$ cat src/rtl/full_subtractor_pkg.sv
// Shared constants for the full subtractor slice.
package full_subtractor_pkg;

    // Default operand width: a single-bit subtractor cell.
    localparam int DEFAULT_WIDTH = 1;

endpackage

$ cat src/rtl/full_subtractor_cell.sv
// One-bit full subtractor cell: d = a ^ b ^ bin, borrow out when a < b + bin.
module full_sub_cell (
    input  logic a,
    input  logic b,
    input  logic bin,
    output logic d,
    output logic bo
);

    logic axb;

    // Difference bit and borrow generate/propagate for this position.
    always_comb begin
        axb = a ^ b;
        d   = axb ^ bin;
        bo  = (~a & b) | (~axb & bin);
    end

endmodule

$ cat src/rtl/full_subtractor.sv
// Ripple-borrow subtractor with a combinational result and a registered,
// valid-qualified copy for pipelined consumers.
module full_subtractor
    import full_subtractor_pkg::*;
#(
    parameter int WIDTH = DEFAULT_WIDTH
) (
    input  logic             clk,
    input  logic             rst,
    input  logic [WIDTH-1:0] a,
    input  logic [WIDTH-1:0] b,
    input  logic             bin,
    input  logic             in_valid,
    output logic [WIDTH-1:0] diff,
    output logic             bout,
    output logic [WIDTH-1:0] diff_q,
    output logic             bout_q,
    output logic             out_valid
);

    // Borrow chain: brw[0] is the external borrow-in, brw[WIDTH] the borrow-out.
    logic [WIDTH:0] brw;

    assign brw[0] = bin;

    generate
        for (genvar i = 0; i < WIDTH; i++) begin : g_cell
            full_sub_cell u_cell (
                .a   (a[i]),
                .b   (b[i]),
                .bin (brw[i]),
                .d   (diff[i]),
                .bo  (brw[i+1])
            );
        end
    endgenerate

    assign bout = brw[WIDTH];

    logic [WIDTH-1:0] diff_q_d, diff_q_q;
    logic             bout_q_d, bout_q_q;
    logic             out_valid_d, out_valid_q;

    // Capture on a valid input; otherwise hold the data and drop valid.
    always_comb begin
        diff_q_d    = diff_q_q;
        bout_q_d    = bout_q_q;
        out_valid_d = 1'b0;
        if (in_valid) begin
            diff_q_d    = diff;
            bout_q_d    = bout;
            out_valid_d = 1'b1;
        end
    end

    // Output register; reset wins over a simultaneous capture.
    always_ff @(posedge clk) begin
        if (rst) begin
            diff_q_q    <= '0;
            bout_q_q    <= 1'b0;
            out_valid_q <= 1'b0;
        end else begin
            diff_q_q    <= diff_q_d;
            bout_q_q    <= bout_q_d;
            out_valid_q <= out_valid_d;
        end
    end

    assign diff_q    = diff_q_q;
    assign bout_q    = bout_q_q;
    assign out_valid = out_valid_q;

endmodule

$ cat config.mk
export PLATFORM = sky130hd
export DESIGN_NAME = full_subtractor
export DESIGN_NICKNAME = d
export VERILOG_FILES = /design/src/rtl/full_subtractor_pkg.sv /design/src/rtl/full_subtractor_cell.sv /design/src/rtl/full_subtractor.sv
export SDC_FILE = /design/constraint.sdc
export NUM_CORES = 1
export LEC_CHECK = 0
export BUFFER_PORTS_ARGS = -buffer_cell sky130_fd_sc_hd__buf_2
export CAP_MARGIN = 15
export CORE_AREA = 3 3 40 42
export CTS_CLUSTER_SIZE = 8
export DETAILED_ROUTE_END_ITERATION = 10
export DIE_AREA = 0 0 43 45
export PLACE_DENSITY = 0.33
export SETUP_SLACK_MARGIN = 0.02
export SLEW_MARGIN = 20
export SYNTH_ARGS = -nofsm -noshare
export SYNTH_HDL_FRONTEND = slang
export SYNTH_SLANG_ARGS = --single-unit
$ cat constraint.sdc
create_clock -name clk -period 1.1 [get_ports clk]
set_input_delay 0.165 -clock clk [delete_from_list [all_inputs] [get_ports clk]]
set_output_delay 0.165 -clock clk [all_outputs]
set_load 0.02 [all_outputs]
* Word-level counts from Yosys, hierarchy flattened
Index checks and enable logic that the tools add are counted.
** Word-level totals
- Register bits :: 3
- Latch bits :: 0
- Bits in writable memories :: 0
- Memory bits (read-only) :: 0
- Input port bits :: 6
- Output and inout port bits :: 5
- Logic and storage cells :: 11
- Memories kept :: 0
** Operators by class
- $add $sub $neg :: 0
- Multiply operators :: 0
- Div/mod/pow operators :: 0
- Order comparisons :: 0
- Eq/ne operators :: 0
- Shift operators :: 0
- Muxes and demuxes :: 1
- Bitwise logic cells :: 7
- Reduce and logical (&&, ||, !) cells :: 0
** Operator list (count)
- bitwise AND 1 bit :: 2
- inverter 1 bit :: 2
- XOR 1 bit :: 2
- 2-to-1 mux 1 bit :: 1
- bitwise OR 1 bit :: 1

* Depth between registers and ports, before layout
Gate-level depths: netlist (run 1).
- Depth in word-level cells :: 4
- Depth in mapped cells :: 4
- Mapped depth without buffers :: 4

* Modules after synthesis
A second synthesis (run 1) with hierarchy kept.
** Second synthesis, totals
- Cell total of the unflattened synthesis :: 12
- Area, all modules :: 125.1 µm²
** By module, submodules not included
- full_subtractor :: instances 1, cells an instance 8, area each 93.8 µm², seq. area each 60.1 µm²
- full_sub_cell :: instances 1, cells an instance 4, area each 31.3 µm², seq. area each 0.0 µm²

* Worst setup path after synthesis (run 1)
No wires, ideal clock.
- Path kind :: input to register
- Start :: in b
- End :: reg diff_q_q (netlist: diff_q)
- Setup time :: 0.115 ns
- Arrival :: 0.973 ns
- Required time :: 0.985 ns
- Path slack :: 0.012 ns
- Cell stages on the path :: 4
- Buffers on the path :: 0
- Path through :: inv_1 fa_1 mux2i_1 nor2_1
** On the way
- Longest elaborated chain between the ends :: 2
** RTL lines
- start, declared :: RTL line full_subtractor.sv:11 : input logic [WIDTH-1:0] b,
- XOR 1 bit :: RTL line full_subtractor_cell.sv:14 : axb = a ^ b;
- XOR 1 bit :: RTL line full_subtractor_cell.sv:15 : d = axb ^ bin;
- via diff :: RTL line full_subtractor.sv:14 : output logic [WIDTH-1:0] diff,
- end signal, assigned :: RTL line full_subtractor.sv:63 : diff_q_q <= diff_q_d;
- end, declared :: RTL line full_subtractor.sv:40 : logic [WIDTH-1:0] diff_q_d, diff_q_q;
The timed path passes the listed nets, and every way through them passes these cells.
A chain may end at the register's enable or synchronous reset.

* Worst setup path in the final report (run 1)
- Start :: in bin
- End :: out diff
** On the way
- Longest elaborated chain between the ends :: 1
** RTL lines
- start, declared :: RTL line full_subtractor.sv:12 : input logic bin,
- XOR 1 bit :: RTL line full_subtractor_cell.sv:15
- end, declared :: RTL line full_subtractor.sv:14
Every way passes these cells.

==> results of run 1 <==
power groups by stage:
stage / registers (mW) / clock network, mW / logic [mW]
2_1_floorplan: 0.133 / 0 / 0.0346
3_3_place_gp: 0.122 / 0 / 0.0732
3_5_place_dp: 0.123 / 0 / 0.0736
4_1_cts: 0.121 / 0.201 / 0.0924
5_1_grt: 0.122 / 0.203 / 0.101
6_report: 0.121 / 0.188 / 0.0913
flip-flops by register name, indices dropped and copies added (netlist names):
register / flops
out_valid: 1
diff_q: 1
bout_q: 1
repair_timing:
item | CTS | global route
pin swaps | 1 | 1
buffers inserted | 1 | 0
endpoints found under the setup margin | 1 | 1
resized for setup | 4 | 0
final cells by class:
class,count,area share (%)
Clock buffer,4,10.9
Multi-Input combinational cell,6,22.4
Inverter,3,4.69
Tap cell,15,7.81
Timing Repair Buffer,11,29.2
Sequential cell,3,25.0
per-layer routing:
metal  global-route usage, %  vias up  share of wire [%]
li1                        -       66                  -
met1                    3.13       59                 36
met2                    5.39       11                 36
met3                    4.38        0                 27
met4                    7.23        0                  0
met5                       0        -                  0
worst paths after layout:
kind | startpoint | endpoint | slack [ns] | cells after the start
min | rst | out_valid | 0.13 | 2
min reg2reg | bout_q | bout_q | 0.48 | 2
max | bin | diff | -0.01 | 4
max reg2reg | bout_q | bout_q | 0.48 | 2
cells in the final DEF, fill, tap and decap left out:
master and n:
a211oi_1 1, nor2_1 2, fa_2 1, buf_4 1, inv_2 1, dfxtp_1 3, clkbuf_1 1, mux2i_1 1
nor2b_1 1, buf_2 8, clkbuf_4 3, buf_6 2, inv_1 2
logic make-up after synthesis:
kind of cell    after synthesis  share of synthesized area, %
simple gates                  3                          11.2
buf+inv                       3                          9.18
fa+ha+maj                     1                          16.3
compound gates                1                          6.12
mux                           1                          8.16
flops                         3                          49.0
==> flow_metrics.env, run 1 <==
export IMPL_outcome="finished, violations left"
export IMPL_failed_checks="setup timing"
export IMPL_core_area_um2=1280
export IMPL_first_global_vias=142
export IMPL_yosysWarningCount=0
export IMPL_clk_latency_ns=0.23
export IMPL_via_per_inst=3.24
export IMPL_startpoint_type="input port"
export IMPL_cp_arrival_ns=0.95
export IMPL_start_util_pct=9.54
export IMPL_fmaxAchievable_mhz=897
export IMPL_yosys_register_bits=3
export IMPL_swShare_pct=25.3
export IMPL_syn_inst=12
export IMPL_total_power_uw=400
export IMPL_slew_viol_final=0
export IMPL_crit_buf_inv=3
export IMPL_rsz0062_at_grt="yes"
export IMPL_setup_viol=1
export IMPL_fin_skew_ns=0
export IMPL_chipWidth_um=43
export IMPL_yosysUniqueCellTypes=7
export IMPL_area_delta_synth_final_pct=95.9
export IMPL_p_per_area_nw_per_um2=1660
export IMPL_synth_top_area_cell="dfxtp_1"
export IMPL_numClockSinks=3
export IMPL_first_pass_iters=1
export IMPL_ant_nets=0
export IMPL_max_stage_delay_ns=0.57
export IMPL_tns_ns=-0.0146
export IMPL_worstPathMaxFanout=2
export IMPL_drive_gt1_share_pct=59.3
export IMPL_p_comb_share_pct=22.8
export IMPL_nFillCells=152
export IMPL_wl_per_cell_um=7.31
export IMPL_synthesis_nets=19
export IMPL_root_buffer="clkbuf_4"
export IMPL_clk_path_buf_depth=2
export IMPL_die_h_um=45
export IMPL_gp_congestion=0.701
export IMPL_instances_no_fill=42
export IMPL_fin_nets=35
export IMPL_final_cell_area_um2=240
export IMPL_pwr_share_clk_pct=46.9
export IMPL_required_ns=0.94
export IMPL_overflow=0
export IMPL_min_period_over_period_pct=101
export IMPL_row_count=13
export IMPL_path_clk_slew_ns=0.03
export IMPL_p_switching_uw=101
export IMPL_endpoint_kind="output pin"
export IMPL_power_internal_uw=299
export IMPL_crit_family="adder cells"
export IMPL_port_buffers=10
export IMPL_avgSynthCellArea_um2=10.2
export IMPL_path_cells="buf_6 -> inv_2 -> fa_2 -> buf_6"
export IMPL_grtUsageTotal_pct=4.50
export IMPL_numCtsBuffers=3
export IMPL_leakage_nw=0.125
export IMPL_num_vias=136
export IMPL_period_needed_ns=1.11
export IMPL_htree_num_levels=1
export IMPL_place_ws_ns=-0.0743
export IMPL_grt_max_degree=5
export IMPL_cts_hold_buffers=0
export IMPL_crit_slowest_cell="fa_2"
export IMPL_multiInputGateArea_um2=53.8
export IMPL_grt_pass1_wl_um=538
export IMPL_yosysSeqAreaShare_pct=49.0
export IMPL_synthArstFlopShare_pct=0
export IMPL_layout_setup_ws_ns=-0.0146
export IMPL_ir_drop_v=0.000289
export IMPL_relSlewSlack_pct=89.0
export IMPL_path_class="input port to output pin"
export IMPL_antenna_cells=0
export IMPL_ios=11
export IMPL_dp_cells=37
export IMPL_hold_viol_final=0
export IMPL_worstMarginPinSlew_ns=0.164
export IMPL_synth_area_um2=123
export IMPL_synth_edff_count=0
export IMPL_tritoncts="yes"
export IMPL_seqPwrFrac_pct=30.2
export IMPL_dpl_cell_area_um2=194
export IMPL_post_route_util_pct=18.7
export IMPL_wirelength_um=307
export IMPL_yosys_area_top_type_share_pct=49.0
export IMPL_fin_hold_ws_ns=0.127
export IMPL_drtIter0Drc=0
export IMPL_crit_top_cell="buf_6"
export IMPL_antenna_found_initial=0
export IMPL_cap_violations=0
export IMPL_synthTopCellsByArea="dfxtp_1 49%, fa_1 16%, inv_1 9.2%"
export IMPL_yosys_most_used_dff="dfxtp_1"
export IMPL_die_area_um2=1940
export IMPL_netlist_top_cells_count="3 x dfxtp_1, 3 x inv_1, 2 x nor2_1"
export IMPL_dp_hpwl_um=260
export IMPL_regArea_um2=60.1
export IMPL_drc=0
export IMPL_hold_path_class="input port to flop"
(Power assumes the default switching activity.)
==> run 2, diff against run 1 <==
CTS_BUF_LIST = sky130_fd_sc_hd__clkbuf_8   (was not set)
==> flow_metrics.env, run 2 (synthesis results as in run 1) <==
export IMPL_outcome="finished, violations left"
export IMPL_failed_checks="setup timing"
export IMPL_antenna_found_initial=0
export IMPL_grtUsageTotal_pct=5.08
export IMPL_crit_family="adder cells"
export IMPL_layout_common_cells="8 x buf_2, 3 x inv_1, 3 x dfxtp_1, 3 x clkbuf_8"
export IMPL_startpoint_type="input port"
export IMPL_instances_no_fill=42
export IMPL_fin_nets=35
export IMPL_use_met1_pct=3.37
export IMPL_ios=11
export IMPL_tritoncts="yes"
export IMPL_period_needed_ns=1.11
export IMPL_root_buffer="clkbuf_8"
export IMPL_die_area_um2=1940
export IMPL_dp_hpwl_um=260
export IMPL_busiest_layer="met4"
export IMPL_crit_top_cell="buf_6"
export IMPL_numClockSinks=3
export IMPL_start_util_pct=9.54
export IMPL_drtIter0Drc=5
export IMPL_final_common_cell="buf_2"
export IMPL_slew_viol_final=0
export IMPL_first_pass_iters=2
export IMPL_htree_num_levels=1
export IMPL_grt_max_degree=5
export IMPL_wl_per_cell_um=7.76
export IMPL_tns_ns=-0.0145
export IMPL_via_per_inst=3.33
export IMPL_hold_path_class="input port to flop"
export IMPL_die_h_um=45
export IMPL_antenna_cells=0
export IMPL_required_ns=0.94
export IMPL_p_per_area_nw_per_um2=2010
export IMPL_worstPathMaxFanout=2
export IMPL_leakage_nw=0.137
export IMPL_relSlewSlack_pct=89.0
export IMPL_max_stage_delay_ns=0.57
export IMPL_path_cells="buf_6 -> inv_2 -> fa_2 -> buf_6"
export IMPL_path_class="input port to output pin"
export IMPL_use_met2_pct=5.39
export IMPL_first_global_vias=148
export IMPL_rsz0062_at_grt="yes"
export IMPL_grt_pass1_wl_um=579
export IMPL_clk_path_buf_depth=2
export IMPL_ant_nets=0
export IMPL_min_period_over_period_pct=101
export IMPL_setup_viol=1
export IMPL_total_power_uw=520
export IMPL_core_area_um2=1280
export IMPL_ir_drop_v=0.000335
export IMPL_cts_hold_buffers=0
export IMPL_layout_setup_ws_ns=-0.0145
export IMPL_chipWidth_um=43
export IMPL_fin_skew_ns=0
export IMPL_port_buffers=10
export IMPL_drive_gt1_share_pct=59.3
export IMPL_gp_congestion=0.701
export IMPL_use_met3_pct=5.58
export IMPL_area_delta_synth_final_pct=111
export IMPL_cap_violations=0
export IMPL_overflow=0
export IMPL_place_ws_ns=-0.0743
export IMPL_path_clk_slew_ns=0.03
export IMPL_numCtsBuffers=3
export IMPL_num_vias=140
export IMPL_row_count=13
export IMPL_worstMarginPinSlew_ns=0.164
export IMPL_dp_cells=37
export IMPL_clk_latency_ns=0.21
export IMPL_drc=0
export IMPL_cp_arrival_ns=0.95
export IMPL_crit_slowest_cell="fa_2"
export IMPL_wirelength_um=326
export IMPL_crit_buf_inv=3
export IMPL_hold_viol_final=0
export IMPL_endpoint_kind="output pin"
export IMPL_fmaxAchievable_mhz=897
run 2: final timing paths:
path / startpoint / endpoint / slack [ns] / cells after the start
setup / recovery: bin / diff / -0.01 / 4
hold / removal: rst / diff_q / 0.14 / 2
setup reg to reg: bout_q / bout_q / 0.48 / 2
hold reg to reg: bout_q / bout_q / 0.48 / 2
run 2: area by class of cell:
cell class	count	area, um2
fillers	152	1030
repair buffers	11	70.1
flip-flops and latches	3	60.1
multi-input cells	6	53.8
clock buffers	3	41.3
well taps	15	18.8
inverters	3	11.3
clock inverters	1	3.75
run 2: report_power, final:
group	switching (mW)	leakage [nW]	total, mW	internal, mW
Clock	0.0701	0.0269	0.307	0.237
Combinational	0.0459	0.0854	0.0912	0.0453
Sequential	0.00318	0.0249	0.121	0.118
Total	0.119	0.137	0.520	0.400
run 2: what timing repair did:
| item | CTS | global route |
|---|---|---|
| endpoints found under the setup margin | 1 | 1 |
| gates cloned | 0 | 0 |
| setup buffers | 1 | 0 |
| resized for setup | 4 | 0 |
| pin swaps | 1 | 1 |
run 2: through the flow:
stage | cell area, um2 | util [%] | hold slack [ns]
after detailed placement | 194 | 15.1 | 0.361
after global routing | 259 | 20.2 | 0.150
after global placement | 194 | 15.1 | 0.360
final | 259 | 20.2 | 0.140
after floorplan | 125 | - | 0.237
after CTS | 259 | 20.2 | 0.136
run 2: metal layers:
metal | routed length, um | up-vias
met1 | 119 | 59
met3 | 91 | 2
met2 | 96 | 13
li1 | - | 66
met5 | 0 | -
met4 | 19 | 0
